==> config.mk <==
export PLATFORM = sky130hd
export DESIGN_NAME = trigger_chain_cfg_sequencer
export DESIGN_NICKNAME = d
export VERILOG_FILES = /design/src/rtl/trigger_chain_cfg_pkg.sv /design/src/rtl/trigger_chain_cfg_prio_enc.sv /design/src/rtl/trigger_chain_cfg_sequencer.sv
export SDC_FILE = /design/constraint.sdc
export NUM_CORES = 1
export LEC_CHECK = 0
export ABC_AREA = 1
export CORE_MARGIN = 2
export CORE_UTILIZATION = 30
export CTS_CLUSTER_DIAMETER = 30
export DETAILED_ROUTE_END_ITERATION = 12
export GPL_ROUTABILITY_DRIVEN = 0
export GPL_TIMING_DRIVEN = 1
export PLACE_DENSITY = 0.65
export SLEW_MARGIN = 20
export SYNTH_ARGS = -nofsm -noshare
export SYNTH_HDL_FRONTEND = slang
export SYNTH_SLANG_ARGS = --single-unit
export TNS_END_PERCENT = 30
==> constraint.sdc <==
create_clock -name wb_clk_i -period 2.8 [get_ports wb_clk_i]
set_clock_uncertainty 0.15 [all_clocks]
set_input_delay 0.28 -clock wb_clk_i [delete_from_list [all_inputs] [get_ports wb_clk_i]]
set_output_delay 0.28 -clock wb_clk_i [all_outputs]
set_load 0.03 [all_outputs]
==> src/rtl/trigger_chain_cfg_pkg.sv <==
// Shared types and constants for the trigger-chain configuration sequencer.
package trigger_chain_cfg_pkg;

    localparam int unsigned NUM_CH     = 8;
    localparam int unsigned CH_IDX_W   = $clog2(NUM_CH);
    localparam int unsigned CH_ADR_LSB = 8;
    localparam logic [3:0]  WB_SEL_ALL = 4'hF;

    typedef enum logic [2:0] {
        StIdle,
        StScan,
        StIssue,
        StVerify,
        StDone
    } state_e;

    function automatic logic [NUM_CH-1:0] ch_bit(input logic [CH_IDX_W-1:0] idx);
        return NUM_CH'(1) << idx;
    endfunction

endpackage

==> src/rtl/trigger_chain_cfg_prio_enc.sv <==
// Lowest-set-bit priority encoder over the remaining channel mask.
module trigger_chain_cfg_prio_enc
    import trigger_chain_cfg_pkg::*;
(
    input  logic [NUM_CH-1:0]   i_mask,
    output logic                o_found,
    output logic [CH_IDX_W-1:0] o_idx
);

    always_comb begin
        o_found = |i_mask;
        o_idx   = '0;
        // Scan downwards so the lowest set bit is the last one written.
        for (int i = NUM_CH - 1; i >= 0; i--) begin
            if (i_mask[i]) begin
                o_idx = CH_IDX_W'(i);
            end
        end
    end

endmodule

==> src/rtl/trigger_chain_cfg_sequencer.sv <==
// Wishbone master writing one config word to each selected trigger-chain channel.
// Define TRIG_CFG_READBACK_EN to verify every acked write with a read of the same address.
module trigger_chain_cfg_sequencer
    import trigger_chain_cfg_pkg::*;
#(
    parameter int unsigned ADR_W     = 22,
    parameter int unsigned TIMEOUT   = 255,
    parameter int unsigned MAX_RETRY = 3
) (
    input  logic              wb_clk_i,
    input  logic              wb_rst_i,
    input  logic              req_valid_i,
    output logic              req_ready_o,
    input  logic [NUM_CH-1:0] req_chmask_i,
    input  logic [7:0]        req_offset_i,
    input  logic [31:0]       req_dat_i,
    output logic              done_o,
    output logic              err_o,
    output logic [NUM_CH-1:0] err_chmask_o,
    output logic              wb_m_cyc_o,
    output logic              wb_m_stb_o,
    output logic              wb_m_we_o,
    output logic [ADR_W-1:0]  wb_m_adr_o,
    output logic [31:0]       wb_m_dat_o,
    output logic [3:0]        wb_m_sel_o,
    input  logic [31:0]       wb_m_dat_i,
    input  logic              wb_m_ack_i,
    input  logic              wb_m_err_i,
    input  logic              wb_m_rty_i
);

    localparam int unsigned TMO_W   = $clog2(TIMEOUT + 1);
    localparam int unsigned RETRY_W = (MAX_RETRY > 0) ? $clog2(MAX_RETRY + 1) : 1;

    state_e              r_state, w_state_nxt;
    logic [NUM_CH-1:0]   r_mask, w_mask_nxt;
    logic [NUM_CH-1:0]   r_errmask, w_errmask_nxt;
    logic [CH_IDX_W-1:0] r_ch, w_ch_nxt;
    logic [TMO_W-1:0]    r_tmo, w_tmo_nxt;
    logic [RETRY_W-1:0]  r_retry, w_retry_nxt;
    logic                r_rd, w_rd_nxt;
    logic [7:0]          r_offset;
    logic [31:0]         r_dat;
    logic                w_accept, w_fin, w_fail, w_bus, w_found;
    logic [CH_IDX_W-1:0] w_idx;
    logic [NUM_CH-1:0]   w_mask_left;

`ifndef TRIG_CFG_READBACK_EN
    logic w_unused_dat;
    assign w_unused_dat = ^wb_m_dat_i;
`endif

    trigger_chain_cfg_prio_enc u_prio_enc (
        .i_mask  (r_mask),
        .o_found (w_found),
        .o_idx   (w_idx)
    );

    assign w_accept = (r_state == StIdle) && req_valid_i;

    always_comb begin
        w_state_nxt   = r_state;
        w_mask_nxt    = r_mask;
        w_errmask_nxt = r_errmask;
        w_ch_nxt      = r_ch;
        w_tmo_nxt     = r_tmo;
        w_retry_nxt   = r_retry;
        w_rd_nxt      = r_rd;
        w_fin         = 1'b0;
        w_fail        = 1'b0;
        w_mask_left   = r_mask & ~ch_bit(r_ch);
        case (r_state)
            StIdle: begin
                if (req_valid_i) begin
                    w_mask_nxt    = req_chmask_i;
                    w_errmask_nxt = '0;
                    w_retry_nxt   = '0;
                    w_rd_nxt      = 1'b0;
                    w_state_nxt   = (|req_chmask_i) ? StScan : StDone;
                end
            end
            StScan: begin
                w_tmo_nxt = '0;
                if (w_found) begin
                    w_ch_nxt    = w_idx;
                    w_state_nxt = r_rd ? StVerify : StIssue;
                end else begin
                    w_state_nxt = StDone;
                end
            end
            StIssue, StVerify: begin
                if (wb_m_err_i) begin
                    w_fail = 1'b1;
                end else if (wb_m_ack_i) begin
`ifdef TRIG_CFG_READBACK_EN
                    if (!r_rd) begin
                        w_rd_nxt    = 1'b1;
                        w_retry_nxt = '0;
                        w_state_nxt = StScan;
                    end else begin
                        w_fin  = 1'b1;
                        w_fail = (wb_m_dat_i != r_dat);
                    end
`else
                    w_fin = 1'b1;
`endif
                end else if (wb_m_rty_i) begin
                    if (r_retry >= RETRY_W'(MAX_RETRY)) begin
                        w_fail = 1'b1;
                    end else begin
                        // Re-entering via SCAN gives the one idle bus cycle before reissue.
                        w_retry_nxt = r_retry + RETRY_W'(1);
                        w_state_nxt = StScan;
                    end
                end else if (r_tmo >= TMO_W'(TIMEOUT - 1)) begin
                    w_fail = 1'b1;
                end else begin
                    w_tmo_nxt = r_tmo + TMO_W'(1);
                end
            end
            StDone:  w_state_nxt = StIdle;
            default: w_state_nxt = StIdle;
        endcase
        if (w_fin || w_fail) begin
            w_mask_nxt  = w_mask_left;
            w_retry_nxt = '0;
            w_rd_nxt    = 1'b0;
            w_state_nxt = (|w_mask_left) ? StScan : StDone;
            if (w_fail) begin
                w_errmask_nxt = r_errmask | ch_bit(r_ch);
            end
        end
    end

    always_ff @(posedge wb_clk_i or posedge wb_rst_i) begin
        if (wb_rst_i) begin
            r_state   <= StIdle;
            r_mask    <= '0;
            r_errmask <= '0;
            r_ch      <= '0;
            r_tmo     <= '0;
            r_retry   <= '0;
            r_rd      <= 1'b0;
            r_offset  <= '0;
            r_dat     <= '0;
        end else begin
            r_state   <= w_state_nxt;
            r_mask    <= w_mask_nxt;
            r_errmask <= w_errmask_nxt;
            r_ch      <= w_ch_nxt;
            r_tmo     <= w_tmo_nxt;
            r_retry   <= w_retry_nxt;
            r_rd      <= w_rd_nxt;
            if (w_accept) begin
                r_offset <= req_offset_i;
                r_dat    <= req_dat_i;
            end
        end
    end

    // Bus outputs decode straight from state so reset drops cyc/stb without waiting for a clock.
    assign w_bus        = (r_state == StIssue) || (r_state == StVerify);
    assign wb_m_cyc_o   = w_bus;
    assign wb_m_stb_o   = w_bus;
    assign wb_m_we_o    = (r_state == StIssue);
    assign wb_m_adr_o   = w_bus ? ((ADR_W'(r_ch) << CH_ADR_LSB) | ADR_W'(r_offset)) : '0;
    assign wb_m_dat_o   = w_bus ? r_dat : '0;
    assign wb_m_sel_o   = w_bus ? WB_SEL_ALL : 4'h0;
    assign req_ready_o  = (r_state == StIdle);
    assign done_o       = (r_state == StDone);
    assign err_o        = done_o && (|r_errmask);
    assign err_chmask_o = r_errmask;

endmodule

==> reports/qor_table.md <==
| Group | Metric | Reported |
| --- | --- | --- |
| power and ir drop | Static leakage | 2.49 nW |
| clock tree | Longest Clk Path Bufs | 2 |
| yosys | Largest cells by area after synthesis | sky130_fd_sc_hd__dfrtp_1 47%, sky130_fd_sc_hd__nand2_1 13%, sky130_fd_sc_hd__nor2_1 8.1% |
| layout | Final design instance area without fill | 5340 µm² |
| worst setup path | Setup slack of the worst register-to-register path | 0.82 ns |
| sta | Final setup violation count | 0 |
| clock tree | Source-to-sink clock delay at the later pin of the worst-skew pair | 0.33 ns |
| yosys | Unique masters post-synth | 30 |
| route | Antenna Nets Post-Route | 0 |
| yosys | Adder-Cell Fraction of Synth Area | 0.982% |
| yosys | Synthesized-area fraction occupied by ao, oa, aoi and oai cells | 9.53% |
| power and ir drop | Net load switching power | 2.60 mW |
| power and ir drop | Sequential power share | 28.8% |
| clock tree | CTS HTree Levels | 3 |
| global routing | Number of global-route vias before repair | 3,140 |
| global routing | Total grt overflow | 0 |
| worst setup path | Setup Crit Path Kind | reg -> out |
| layout | Diode count | 0 |
| worst setup path | Highest-delay cell along the critical path | sky130_fd_sc_hd__clkdlybuf4s50_1 |
| route | Wire length on met1 | 4020 µm |
| clock tree | Total of hold buffers inserted after clock tree synthesis | 0 |
| clock tree | Clock tree from TritonCTS | done |
| worst setup path | Crit Path Max Fanout | 55 |
| yosys | Cell area after synthesis | 3820 µm² |
| floorplan | Top-Level Pins | 158 |
| global routing | GRT Util Overall | 13.3% |
| floorplan | Starting density of the core | 30.5% |
| clock tree | Total number of clock tree sinks | 72 |
| worst setup path | Category of the worst setup path capture point | output port |
| route | Met3 wire length | 662 µm |
| placement | Number of port buffers | 114 |
| global routing | Number of antenna violations at the first check in global routing | 0 |
| clock tree | CTS resizes | 0 |
| clock tree | Clock edge transition at the registers on the reported setup and hold paths | 0.06 ns |
| clock tree | Buffers inserted during post-CTS setup optimization | 0 |
| layout | Layout filler cell count | 1,268 |
| layout | Net count reported at finish | 700 |
| power and ir drop | Switching part of the total | 43.9% |
| yosys | Share of the synthesized netlist area taken by xor and xnor gates | 1.37% |
| clock tree | Clock buffer count from CTS | 9 |
| yosys | Yosys warning count | 0 |
| route | Mean routed wirelength per cell | 11.1 µm |
| floorplan | Chip width | 117 µm |
| yosys | Yosys top cell by area | sky130_fd_sc_hd__dfrtp_1 |
| sta | Slew HR | 48.5% |
| yosys | Synthesized instance count | 508 |
| sta | Final hold violations | 0 |
| route | Routed vias/inst | 4.31 |
| clock tree | Cell at the root of the clock tree | sky130_fd_sc_hd__clkbuf_16 |
| power and ir drop | Pwr dens | 1110 nW/µm² |
| floorplan | Core Rows | 41 |
| run status | Result of the run | finished clean |
| job | Count of max-cap constraint violations | 0 |
| yosys | Area share of the largest cell type after synthesis | 47.1% |
| sta | Number of pins exceeding their max-slew limit in the final report | 0 |
| power and ir drop | Internal power of the cells | 3.33 mW |
| route | Via count of the routed design | 3,400 |
| route | Uppermost metal layer occupied by signal nets | met4 |
| sta | Min cycle time layout | 2.62 ns |
| placement | Final HPWL DP | 6240 µm |
| worst setup path | Slowest Stage Delay on Critical Path | 0.70 ns |
| route | Met2 layer wire length in the routed design | 3890 µm |
| yosys | Share of cell area taken by muxes after synthesis | 0% |
| worst hold path | Min-Delay Path Class | in -> async |
| yosys | Main combinational cell family by area after synthesis | simple AND/OR/NAND/NOR gates |
| route | Length of the first detailed-routing pass in iterations | 4 |
| worst setup path | CP Launch Type | register |
| route | Detailed Route Iter0 Violations | 199 |
| sta | Setup_tns | 0 ns |
| sta | Period utilization | 93.7% |
| global routing | Pin count of the biggest net entering global routing | 89 |
| power and ir drop | Comb pwr share | 51.2% |
| worst setup path | Crit path DAT | 2.19 ns |
| worst setup path | Required time at the endpoint of the critical path | 2.37 ns |
| worst setup path | Reg2reg end | r_state[2] |
| layout | Synthesis-to-finish area growth | 39.8% |
| floorplan | Core region area | 12,500 µm² |
| route | Total wire length | 8710 µm |
| route | DR DRC count | 0 |
| yosys | Total of flip-flops plus latches after synthesis | 72 |
| global routing | First-pass GRT wire length | 14,400 µm |
| layout | Fraction of final layout cells with drive strength greater than 1 | 5.36% |
| sta | Upper clock frequency limit | 0.381 GHz |
| floorplan | Die height | 117 µm |
| sta | Worst-Margin Slew | 0.771 ns |
| yosys | Register area share after synthesis | 47.1% |
| worst setup path | Sequence of cells on the critical path | nor2_4, inv_6, nor2_1, clkdlybuf4s50_1 |
| power and ir drop | IR Drop Worst-Case VDD | 0.393 mV |
| floorplan | Area of the die | 13,700 µm² |
| yosys | Share of synthesized cell area in and, or, nand and nor gates | 27.4% |
| worst setup path | Worst R2R Path Depth | 8 |
| yosys | Synthesized area per cell | 7.52 µm² |
| placement | Placement-stage cell area | 5020 µm² |
| sta | RSZ-0062 raised after global routing | false |
| power and ir drop | Part of the total power dissipated in the clock network | 20.1% |
| worst setup path | Reg-to-reg critical path startpoint | r_state[2] |
-- state kept, by name (all words and copies together) (netlist names) --
signal	flops
r_offset	8
r_state	3
r_retry	2
r_dat	32
err_chmask_o	8
r_tmo	8
r_ch	3
r_mask	8
-- cell type report --
| class | count | area, µm² | area share, % |
|---|---|---|---|
| Sequential cell | 72 | 1800 | 33.7 |
| Tap cell | 172 | 215 | 4.03 |
| Clock inverter | 5 | 63.8 | 1.19 |
| Multi-Input combinational cell | 337 | 1540 | 28.9 |
| Clock buffer | 11 | 253 | 4.73 |
| Timing Repair Buffer | 116 | 1180 | 22.1 |
| Inverter | 75 | 287 | 5.36 |
-- cells in the final DEF (no fill, tap or decap), types with 4 or more instances in the layout --
master,instances
sky130_fd_sc_hd__nand4_1,9
sky130_fd_sc_hd__clkbuf_16,9
sky130_fd_sc_hd__dfrtp_1,72
sky130_fd_sc_hd__clkdlybuf4s50_1,114
sky130_fd_sc_hd__conb_1,11
sky130_fd_sc_hd__inv_1,70
sky130_fd_sc_hd__o21ai_0,42
sky130_fd_sc_hd__nor2_1,82
sky130_fd_sc_hd__xor2_1,5
sky130_fd_sc_hd__inv_2,4
sky130_fd_sc_hd__nand2_1,134
sky130_fd_sc_hd__nand3_1,18
sky130_fd_sc_hd__o21a_1,8
sky130_fd_sc_hd__a21oi_1,6
-- critical path, delay by kind of cell (launching register included) --
kind,cells,cell delay (ns)
buf+inv,2,0.92
flops,1,0.41
simple gates,2,0.49
-- metrics by stage --
stage | std cells | setup WS (ns) | hold slack (ns) | util [%] | power, mW
after floorplan | 518 | 0.545 | 0.251 | - | 3.83
after global placement | 772 | 0.451 | 0.350 | 40.1 | 4.73
after CTS | 788 | 0.0714 | 0.308 | 42.7 | 6.01
final | 788 | 0.176 | 0.276 | 42.7 | 5.93
after detailed placement | 772 | 0.442 | 0.358 | 40.1 | 4.79
after global routing | 788 | 0.0150 | 0.346 | 42.7 | 6.39
-- cell families (layout without fill, tap and decap cells) --
kind of cell,after synthesis,after routing
AO/OA/AOI/OAI,64,64
XOR/XNOR,6,6
adder cells (fa/ha/maj),3,3
buffers and inverters,109,207
flip-flops,72,72
other,1,11
AND/OR/NAND/NOR,253,253
-- worst max path at each step --
| stage | start | endpoint | cells past startpoint |
|---|---|---|---|
| after global routing | r_state[1] | wb_m_adr_o[0] | 5 |
| after CTS | r_state[2] | wb_m_adr_o[2] | 4 |
| after floorplan | wb_rst_i | err_chmask_o[0] | 1 |
| after global placement | r_state[2] | wb_m_adr_o[4] | 4 |
| after detailed placement | r_state[2] | wb_m_adr_o[2] | 4 |
| final | r_state[2] | wb_m_adr_o[4] | 4 |
-- metal layers --
layer | global-route usage (%) | vias up
li1 | - | 1731
met3 | 4.33 | 12
met1 | 17.0 | 1546
met2 | 21.1 | 111
met4 | 5.18 | 0
met5 | 0 | -
-- Yosys cell counts, drive strengths merged --
master	count
xnor2	1
conb	1
clkbuf	8
inv	75
o31ai	1
dfrtp	72
o21a	8
nand4	9
o21ai	46
buf	26
a21oi	7
a22o	1
nor2	85
o21bai	1
nor4	2
ha	3
nand3	20
nand2	137
xor2	5
-- power groups by stage --
stage,registers (mW),logic (mW),clock network (mW)
6_report,1.71,3.03,1.19
5_1_grt,1.76,3.38,1.26
4_1_cts,1.71,3.07,1.23
3_5_place_dp,1.72,3.06,0
3_3_place_gp,1.71,3.02,0
2_1_floorplan,1.76,2.07,0
No activity file was read; power rests on OpenSTA's default activity.
